<file path="src/rtl/iir_pole_sched_pkg.sv">
// Shared constants for the IIR pole section: pole coefficients, datapath widths
// and the serial scheduler state encoding.
package iir_pkg;
    localparam int NTAP = 7;
    localparam int DW   = 12;
    localparam int PW   = 23;
    localparam int OW   = 26;

    // Fixed by the filter design; |c| <= 1163 keeps every product inside PW bits.
    localparam logic signed [DW-1:0] POLE_COEF [0:NTAP-1] = '{
        -12'sd922, 12'sd1163, -12'sd811, 12'sd412, -12'sd122, 12'sd24, -12'sd2
    };

    typedef enum logic [1:0] {
        IDLE  = 2'd0,
        MAC   = 2'd1,
        DRAIN = 2'd2,
        DONE  = 2'd3
    } state_e;
endpackage

</file>
<file path="src/rtl/iir_pole_sched_if.sv">
// Sample-in / result-out bundle of the pole scheduler. The producer/consumer
// side uses master, the scheduler uses slave.
interface iir_pole_sched_if #(
    parameter int DW = 12,
    parameter int OW = 26
);
    logic                 yin_valid;
    logic signed [DW-1:0] yin;
    logic signed [OW-1:0] yout;
    logic                 yout_valid;
    logic                 busy;
    logic                 ovr;

    modport master (output yin_valid, yin, input yout, yout_valid, busy, ovr);
    modport slave  (input yin_valid, yin, output yout, yout_valid, busy, ovr);
endinterface

</file>
<file path="src/rtl/iir_pole_sched_pole_tap_mac.sv">
// Shared signed multiplier plus 26-bit accumulator for the serial pole sum.
// IIR_POLE_SCHED_MULT_PIPE_EN registers the product before accumulation.
module pole_tap_mac #(
    parameter int DW = 12,
    parameter int OW = 26
) (
    input  logic                 clk,
    input  logic                 rst_n,
    input  logic                 clr_i,
    input  logic                 en_i,
    input  logic signed [DW-1:0] coef_i,
    input  logic signed [DW-1:0] samp_i,
    output logic signed [OW-1:0] acc_o
);
    localparam int PW = 2*DW - 1;

    logic signed [PW-1:0] prod;
    logic signed [OW-1:0] acc_q, addend;
    logic                 add_en;

    assign prod = PW'(coef_i) * PW'(samp_i);

`ifdef IIR_POLE_SCHED_MULT_PIPE_EN
    logic signed [PW-1:0] prod_q;
    logic                 en_q;

    always_ff @(posedge clk or negedge rst_n) begin
        if (!rst_n) begin
            prod_q <= '0;
            en_q   <= 1'b0;
        end else begin
            prod_q <= prod;
            en_q   <= clr_i ? 1'b0 : en_i;
        end
    end

    assign addend = OW'(prod_q);
    assign add_en = en_q;
`else
    assign addend = OW'(prod);
    assign add_en = en_i;
`endif

    // No saturation: seven worst-case products cannot exceed the OW range.
    always_ff @(posedge clk or negedge rst_n) begin
        if (!rst_n)      acc_q <= '0;
        else if (clr_i)  acc_q <= '0;
        else if (add_en) acc_q <= acc_q + addend;
    end

    assign acc_o = acc_q;
endmodule

</file>
<file path="src/rtl/iir_pole_sched.sv">
// Serial scheduler for the 7-tap IIR pole section: one multiplier walks the taps.
// Optional IIR_POLE_SCHED_MULT_PIPE_EN adds a product register and a DRAIN state.
module iir_pole_sched #(
    parameter int NTAP = 7,
    parameter int DW   = 12,
    parameter int OW   = 26
) (
    input  logic             clk,
    input  logic             rst_n,
    iir_pole_sched_if.slave  bus
);
    import iir_pkg::*;

    localparam int            TW   = $clog2(NTAP);
    localparam logic [TW-1:0] LAST = TW'(NTAP - 1);

    state_e                     state_q, state_d;
    logic [TW-1:0]              tap_q, tap_d;
    logic [NTAP-1:0][DW-1:0]    yreg_q;
    logic signed [OW-1:0]       acc, yout_q;
    logic                       yout_vld_q;
    logic                       busy, mac_en, done, accept;

    always_ff @(posedge clk or negedge rst_n) begin
        if (!rst_n) begin
            state_q <= IDLE;
            tap_q   <= '0;
        end else begin
            state_q <= state_d;
            tap_q   <= tap_d;
        end
    end

    always_comb begin
        state_d = state_q;
        tap_d   = tap_q;
        case (state_q)
            IDLE: if (accept) begin
                state_d = MAC;
                tap_d   = '0;
            end
            MAC: begin
                if (tap_q == LAST) begin
`ifdef IIR_POLE_SCHED_MULT_PIPE_EN
                    state_d = DRAIN;
`else
                    state_d = DONE;
`endif
                end else begin
                    tap_d = tap_q + TW'(1);
                end
            end
            DRAIN:   state_d = DONE;
            DONE:    state_d = IDLE;
            default: state_d = IDLE;
        endcase
    end

    always_comb begin
        busy   = (state_q != IDLE);
        mac_en = (state_q == MAC);
        done   = (state_q == DONE);
    end

    assign accept = bus.yin_valid && !busy;

    // Element 0 holds the newest sample; strobes while busy leave the line alone.
    always_ff @(posedge clk or negedge rst_n) begin
        if (!rst_n)      yreg_q <= '0;
        else if (accept) yreg_q <= {yreg_q[NTAP-2:0], bus.yin};
    end

    pole_tap_mac #(.DW(DW), .OW(OW)) u_mac (
        .clk    (clk),
        .rst_n  (rst_n),
        .clr_i  (accept),
        .en_i   (mac_en),
        .coef_i (POLE_COEF[tap_q]),
        .samp_i ($signed(yreg_q[tap_q])),
        .acc_o  (acc)
    );

    always_ff @(posedge clk or negedge rst_n) begin
        if (!rst_n) begin
            yout_q     <= '0;
            yout_vld_q <= 1'b0;
        end else begin
            if (done) yout_q <= acc;
            yout_vld_q <= done;
        end
    end

    assign bus.yout       = yout_q;
    assign bus.yout_valid = yout_vld_q;
    assign bus.busy       = busy;
    assign bus.ovr        = bus.yin_valid && busy;
endmodule

</file>
<file path="src/flat_wrapper.sv">
// flat-port wrapper written by rule: the top's interface ports become plain ports
module iir_pole_sched_flat import iir_pkg::*;
#(
    parameter int NTAP = 7,
    parameter int DW   = 12,
    parameter int OW   = 26
)
  (clk, rst_n, bus_yin_valid, bus_yin, bus_yout, bus_yout_valid, bus_busy, bus_ovr);
  iir_pole_sched_if #(.DW(DW), .OW(OW)) bus_i ();
  input  logic clk;
  input  logic rst_n;
  input wire logic [$bits(bus_i.yin_valid)-1:0] bus_yin_valid;
  input wire logic [$bits(bus_i.yin)-1:0] bus_yin;
  output wire logic [$bits(bus_i.yout)-1:0] bus_yout;
  output wire logic [$bits(bus_i.yout_valid)-1:0] bus_yout_valid;
  output wire logic [$bits(bus_i.busy)-1:0] bus_busy;
  output wire logic [$bits(bus_i.ovr)-1:0] bus_ovr;
  assign bus_i.yin_valid = bus_yin_valid;
  assign bus_i.yin = bus_yin;
  assign bus_yout = bus_i.yout;
  assign bus_yout_valid = bus_i.yout_valid;
  assign bus_busy = bus_i.busy;
  assign bus_ovr = bus_i.ovr;
  iir_pole_sched #(.NTAP(NTAP), .DW(DW), .OW(OW)) u_core (.clk(clk), .rst_n(rst_n), .bus(bus_i));
endmodule
</file>
<file path="config.mk">
export PLATFORM = sky130hd
export DESIGN_NAME = iir_pole_sched_flat
export DESIGN_NICKNAME = d
export VERILOG_FILES = /design/src/rtl/iir_pole_sched_pkg.sv /design/src/rtl/iir_pole_sched_if.sv /design/src/rtl/iir_pole_sched_pole_tap_mac.sv /design/src/rtl/iir_pole_sched.sv /design/src/flat_wrapper.sv
export SDC_FILE = /design/constraint.sdc
export NUM_CORES = 1
export LEC_CHECK = 0
export CORE_MARGIN = 1.5
export CORE_UTILIZATION = 45
export DETAILED_ROUTE_END_ITERATION = 8
export RECOVER_POWER = 100
export SLEW_MARGIN = 5
export SYNTH_ARGS = -nofsm -noshare
export SYNTH_HDL_FRONTEND = slang
export SYNTH_SLANG_ARGS = --single-unit
</file>
<file path="constraint.sdc">
create_clock -name clk -period 9.3 [get_ports clk]
set_clock_uncertainty 0.05 [all_clocks]
set_input_delay 1.395 -clock clk [delete_from_list [all_inputs] [get_ports clk]]
set_output_delay 1.395 -clock clk [all_outputs]
set_load 0.005 [all_outputs]
</file>
==> results of run 1 <==
==> worst min-delay path, cell delays in order, from the launching register on <==
cell and delay, ns:
sky130_fd_sc_hd__dfrtp_1 0.34, sky130_fd_sc_hd__nand2_1 0.05, sky130_fd_sc_hd__nand2_1 0.05
==> synthesized netlist by cell type, types with 8 or more instances <==
master                     number  area, um2
sky130_fd_sc_hd__a211oi_1      10       75.1
sky130_fd_sc_hd__a21o_1        21        158
sky130_fd_sc_hd__a21oi_1       46        230
sky130_fd_sc_hd__a31oi_1       10       62.6
sky130_fd_sc_hd__and2_1        19        119
sky130_fd_sc_hd__buf_1          8       30.0
sky130_fd_sc_hd__clkbuf_1      43        161
sky130_fd_sc_hd__dfrtp_1      142       3550
sky130_fd_sc_hd__fa_1         135       2700
sky130_fd_sc_hd__ha_1          83       1040
sky130_fd_sc_hd__inv_1        190        713
sky130_fd_sc_hd__mux2_2        29        327
sky130_fd_sc_hd__mux2i_1       36        360
sky130_fd_sc_hd__nand2_1      355       1330
sky130_fd_sc_hd__nand2b_1      26        163
sky130_fd_sc_hd__nand3_1        8       40.0
sky130_fd_sc_hd__nor2_1        92        345
sky130_fd_sc_hd__nor2b_1       11       68.8
sky130_fd_sc_hd__nor3_1        10       50.1
sky130_fd_sc_hd__o21ai_0       26        130
sky130_fd_sc_hd__xnor2_1       29        254
sky130_fd_sc_hd__xor2_1        10       87.6
==> kinds of logic after synthesis <==
group | count (synthesis)
adder cells (fa/ha/maj) | 218
AO/OA/AOI/OAI | 176
multiplexers | 73
buffers and inverters | 252
flip-flops | 142
AND/OR/NAND/NOR | 543
XOR/XNOR | 40
==> layout by cell type, fill, tap and decap left out, drive strengths merged, types with 11 or more instances in the layout <==
master         synthesis  routed
a21o                  21      21
ha                    83      83
dlygate4sd3            0      30
mux2                  30      30
clkdlybuf4s50          0      12
inv                  190     193
dfrtp                142     142
fa                   135     135
a21oi                 46      46
o21ai                 33      33
clkbuf                43      24
mux2i                 37      37
nand2b                26      26
xnor2                 30      30
nor2                  93      93
buf                   18      20
nand2                355     355
nor2b                 11      11
and2                  19      19
==> cell type report <==
cell class                      count  area, um2
Timing Repair Buffer               67        589
Fill cell                        2684      13700
Clock buffer                       19        433
Multi-Input combinational cell   1050       8390
Tap cell                          378        473
Inverter                          191        717
Clock inverter                     12        138
Sequential cell                   142       3550
==> state kept, by name, indices dropped and copies added (netlist names) <==
signal / flops
u_core.tap_q: 3
u_core.bus.yout: 26
u_core.state_q: 2
u_core.yreg_q: 84
u_core.bus.yout_valid: 1
u_core.u_mac.acc_o: 26
==> final timing paths <==
| path | startpoint | endpoint | slack, ns | cells after the start |
|---|---|---|---|---|
| max | u_core.tap_q[1]$_DFFE_PN0P_ | u_core.u_mac.acc_o[23]$_DFFE_PN0P_ | 0.62 | 27 |
| min | u_core.yreg_q[78]$_DFFE_PN0P_ | u_core.yreg_q[78]$_DFFE_PN0P_ | 0.42 | 2 |
| max reg2reg | u_core.tap_q[1]$_DFFE_PN0P_ | u_core.u_mac.acc_o[23]$_DFFE_PN0P_ | 0.62 | 27 |
| min reg2reg | u_core.yreg_q[78]$_DFFE_PN0P_ | u_core.yreg_q[78]$_DFFE_PN0P_ | 0.42 | 2 |
| max in group asynchronous | rst_n | u_core.yreg_q[12]$_DFFE_PN0P_ | 2.06 | 2 |
| min in group asynchronous | rst_n | u_core.yreg_q[35]$_DFFE_PN0P_ | 2.27 | 1 |
==> stage by stage <==
step,util [%],area [um2],worst slack (ns),hold slack [ns]
3_5_place_dp,49.1,13800,0.672,0.414
5_1_grt,51.0,14300,0.0740,0.445
4_1_cts,51.2,14300,0.642,0.430
2_1_floorplan,-,12900,1.38,0.396
6_report,51.0,14300,0.619,0.423
3_3_place_gp,49.1,13800,0.800,0.408
==> per-layer routing <==
layer,global-route usage [%],part of all wire (%),up-vias
met2,36.9,49,238
li1,-,-,4635
met5,0,0,-
met1,30.2,46,4781
met3,3.23,4.0,40
met4,4.54,1.4,0
==> results_dict.tcl, run 1 <==
set metrics [dict create \
    run_status "complete, but fails checks" \
    violated_checks "capacitance limit, slew limit" \
    path_buf_inv 3 \
    report.final.setup_viol 0 \
    min_period_over_period_pct 93.3 \
    worst_setup_path_start_kind "flip-flop" \
    synth-compound-area-share_pct 9.07 \
    fp.coreArea_um2 28000 \
    arrival_ns 8.94 \
    place.detailed.instances 1828 \
    cts-root-buf "sky130_fd_sc_hd__clkbuf_16" \
    first_global_vias 9671 \
    area_growth_pct 10.7 \
    worst_path_dominant_cell_family "adder cells" \
    antennaDiodeCount 0 \
    simple_gate_fraction_of_synth_area_pct 17.5 \
    synth-edff-count 0 \
    max_slew.worst_pin.slew_ns 3.92 \
    post_synth.cell_area_avg_um2 8.94 \
    timing.setup.critical_path_class "flip-flop to flip-flop" \
    timing_hold_violations_final 0 \
    final.min_clock_period_ns 8.68 \
    endpoint_kind "flip-flop" \
    report.final.slew_viol_count 274 \
    slowest_cell_on_the_critical_path "sky130_fd_sc_hd__o41ai_1" \
    postSynthCellCount 1444 \
    grt_first_pass_wirelength_mm 50.5 \
    design.die.area_um2 29700 \
    cts_buffer_depth 2 \
    number_of_antenna_violations_at_the_first_check_in_global_routing 0 \
    fmaxAchievable_ghz 0.115 \
    cap_viol_max_count 4 \
    hold_buf_cts 0 \
    post_cts_resized 0 \
    io_pins 44 \
    dominant_combinational_cell_family_by_area_after_synthesis "adder cells" \
    synth_sequential_area_ratio_pct 27.5 \
    worst_skew_pair.late_latency_ns 0.43 \
    all_layer_gr_usage_pct 22.0 \
    yosys.area_share.xor_xnor_pct 2.77 \
    proportion_of_layout_cells_with_a_drive_suffix_above_1_pct 6.35 \
    worst_setup_hold_path_clk_slew_ns 0.07 \
    critical_path.max_stage_delay_ns 0.73 \
    chipHeight_um 172 \
    place.detailed.hpwl_mm 23.2 \
    cts_setup_buffers 0 \
    synth_area_um2 12900 \
    cp_max_fo 15 \
    cts.sinks 142 \
    finish.cell_count_without_fillers 1859 \
    synth-adder-area-share_pct 29.0 \
    drt-wirelength-per-cell_um 16.3 \
    vias 9694 \
    drt_drc_violations_left 0 \
    drtPass1Iterations 5 \
    grt_setup_unrepaired "no" \
    io_buffer_count 43 \
    totalWireLength_mm 30.3 \
    yosys-mux-area-fraction_pct 6.63 \
    async_reset_ff_share_pct 100 \
    cp_data_required_time_ns 9.55 \
    initial_core_util_pct 46.1 \
    max-slew-margin-rel_pct -161 \
    post_drt_via_cell_ratio 5.21 \
    die_w_um 172 \
    nets 1702 \
    cts_inserted_buffers 17 \
    grt-ovfl-total 0 \
    globalplace.congestion 0.914 \
    tritoncts_clock_tree "built" \
    ys_dominant_reg_cell "sky130_fd_sc_hd__dfrtp_1" \
    ys_types 64 \
    yosys_warns 0 \
    holdCritPathClass "flip-flop to flip-flop" \
    detail_route.iter0.violations 597 \
    cts_htree_levels 4 \
    setup_tns_ns 0 \
    pin_count_of_the_biggest_net_entering_global_routing 90 \
    antenna_violating_nets_post_route 0 \
    postSynthRegisterBits 142 \
    num_rows 61 \
    synth_fp_nets 1677 \
]
Power of run 1 is not shown: default switching activity piles up to over one toggle a cycle in this logic, so the estimate is an artifact.
==> run 2, diff against run 1 <==
Settings changed: GPL_ROUTABILITY_DRIVEN set to 0, SLEW_MARGIN 5 to unset.
==> run 2 against run 1 <==
Hold slack improved by 0.0048 ns. Count of clock-buffer cells in the layout decreased by 1. Non-clock buffer count increased by 1. Routed wire length decreased by 1.3%. The flow still finishes with violations (capacitance limit, slew limit). Fmax decreased by 1.4%. First-iteration DRC count decreased by 12%. Setup slack got worse by 0.13 ns.
==> results_dict.tcl, run 2 (same netlist as run 1, synthesis figures left out) <==
set metrics [dict create \
    number_of_antenna_violations_at_the_first_check_in_global_routing 0 \
    layout.cells.most_common "sky130_fd_sc_hd__nand2_1" \
    grt_first_pass_wirelength_mm 50.0 \
    slowest_cell_on_the_critical_path "sky130_fd_sc_hd__dfrtp_1" \
    num_rows 61 \
    worst_setup_hold_path_clk_slew_ns 0.07 \
    crit_top_cell "sky130_fd_sc_hd__fa_1" \
    cts_buffer_depth 2 \
    die_w_um 172 \
    final_util_pct 51.2 \
    antenna_violating_nets_post_route 0 \
    register_containing_the_most_flip_flops_in_the_final_layout "u_core.yreg_q" \
    violated_checks "capacitance limit, slew limit" \
    multiInputGateArea_um2 8400 \
    hold_buf_cts 0 \
    report.final.slew_viol_count 230 \
    max-slew-margin-rel_pct -166 \
    min_period_over_period_pct 94.7 \
    cts.sinks 142 \
    detailed_place.area_um2 13800 \
    timing.setup.critical_path_class "flip-flop to flip-flop" \
    stdcell_area_um2 14300 \
    drt-wirelength-per-cell_um 16.1 \
    grt-ovfl-total 0 \
    number_of_flip_flops_under_the_largest_register_name 84 \
    routed.top_layer "met4" \
    io_pins 44 \
    first_global_vias 9720 \
    area_growth_pct 11.1 \
    most-common-layout-cells "sky130_fd_sc_hd__nand2_1, sky130_fd_sc_hd__inv_1, sky130_fd_sc_hd__dfrtp_1, sky130_fd_sc_hd__fa_1, sky130_fd_sc_hd__nor2_1" \
    timing.rr.end "u_core.u_mac.acc_o[25]$_DFFE_PN0P_" \
    place.detailed.hpwl_mm 22.7 \
    drt_drc_violations_left 0 \
    run_status "complete, but fails checks" \
    initial_core_util_pct 46.1 \
    cap_viol_max_count 3 \
    fmaxAchievable_ghz 0.114 \
    timing.rr.start "u_core.tap_q[0]$_DFFE_PN0P_" \
    drtPass1Iterations 7 \
    all_layer_gr_usage_pct 21.8 \
    detail_route.iter0.violations 523 \
    holdCritPathClass "flip-flop to flip-flop" \
    fill_cells 2665 \
    chipHeight_um 172 \
    report.final.setup_viol 0 \
    cts-root-buf "sky130_fd_sc_hd__clkbuf_16" \
    wl_met1_mm 13.9 \
    worst_skew_pair.late_latency_ns 0.44 \
    pin_count_of_the_biggest_net_entering_global_routing 85 \
    totalWireLength_mm 29.9 \
    proportion_of_layout_cells_with_a_drive_suffix_above_1_pct 6.74 \
    cts_inserted_buffers 17 \
    vias 9556 \
    tritoncts_clock_tree "built" \
    seq_area_um2 3550 \
    source_of_the_critical_timing_path "u_core.tap_q[0]$_DFFE_PN0P_" \
    met3RoutedLength_um 952 \
    timing.reg2reg.worst_path_depth 30 \
    max_slew.worst_pin.slew_ns 3.99 \
    worst_setup_path_start_kind "flip-flop" \
    last_element_of_the_critical_path "u_core.u_mac.acc_o[25]$_DFFE_PN0P_" \
    wl_met2_mm 14.7 \
    antennaDiodeCount 0 \
    endpoint_kind "flip-flop" \
    worst_r2r_setup_slack_ns 0.49 \
    io_buffer_count 43 \
    grt_setup_unrepaired "no" \
    cts_htree_levels 4 \
    nets 1703 \
    setup_tns_ns 0 \
    cp_data_required_time_ns 9.60 \
    final.min_clock_period_ns 8.81 \
    timing_hold_violations_final 0 \
    arrival_ns 9.11 \
    critical_path.max_stage_delay_ns 0.69 \
    cts_setup_buffers 0 \
    design.die.area_um2 29700 \
    cp_max_fo 20 \
    post_cts_resized 0 \
    fp.coreArea_um2 28000 \
    post_drt_via_cell_ratio 5.13 \
]
run 2: cell types whose count changed in the layout (fill, tap and decap cells not counted), sizes merged:
| cell | delta |
|---|---|
| bufinv | -1 |
| clkinv | -3 |
| inv | +6 |
| clkbuf | -2 |
| buf | +2 |
run 2: stage by stage:
step	std cells	setup slack (ns)	hold slack, ns
after global placement	1829	0.736	0.408
after floorplan	1444	1.38	0.396
final	1861	0.492	0.428
after global routing	1861	0.0584	0.453
after detailed placement	1829	0.585	0.414
after CTS	1861	0.524	0.431
run 2: final cells by class:
class | count | area share [%]
timing repair buffer | 68 | 4.19
tap | 378 | 3.30
clock inverter | 14 | 1.16
multi-input combinational | 1050 | 58.5
clock buffer | 18 | 3.06
sequential | 142 | 24.8
inverter | 191 | 5.00
run 2: routing by layer:
metal | global-route usage, % | vias up
li1 | - | 4647
met1 | 29.5 | 4703
met2 | 37.2 | 172
met3 | 3.18 | 34
met4 | 4.69 | 0
met5 | 0 | -
run 2: worst max-delay path, delay by kind of cell, from the launching register on:
kind            cells  cell delay [ns]
compound gates     11             2.51
xor+xnor            1             0.28
fa+ha+maj           7             3.09
buf+inv             5             0.61
flops               1             0.69
mux                 3             0.96
simple gates        3             0.49
run 2: worst min path at each step:
stage,startpoint,cells after the start,to,slack (ns)
final,u_core.yreg_q[80]$_DFFE_PN0P_,2,u_core.yreg_q[80]$_DFFE_PN0P_,0.43
after global routing,u_core.yreg_q[46]$_DFFE_PN0P_,2,u_core.yreg_q[58]$_DFFE_PN0P_,0.45
after CTS,u_core.yreg_q[66]$_DFFE_PN0P_,2,u_core.yreg_q[78]$_DFFE_PN0P_,0.43
after detailed placement,u_core.yreg_q[78]$_DFFE_PN0P_,2,u_core.yreg_q[78]$_DFFE_PN0P_,0.41
after global placement,u_core.yreg_q[81]$_DFFE_PN0P_,2,u_core.yreg_q[81]$_DFFE_PN0P_,0.41
after floorplan,u_core.yreg_q[83]$_DFFE_PN0P_,2,u_core.yreg_q[83]$_DFFE_PN0P_,0.40
Power of run 2 is left out for the same reason.
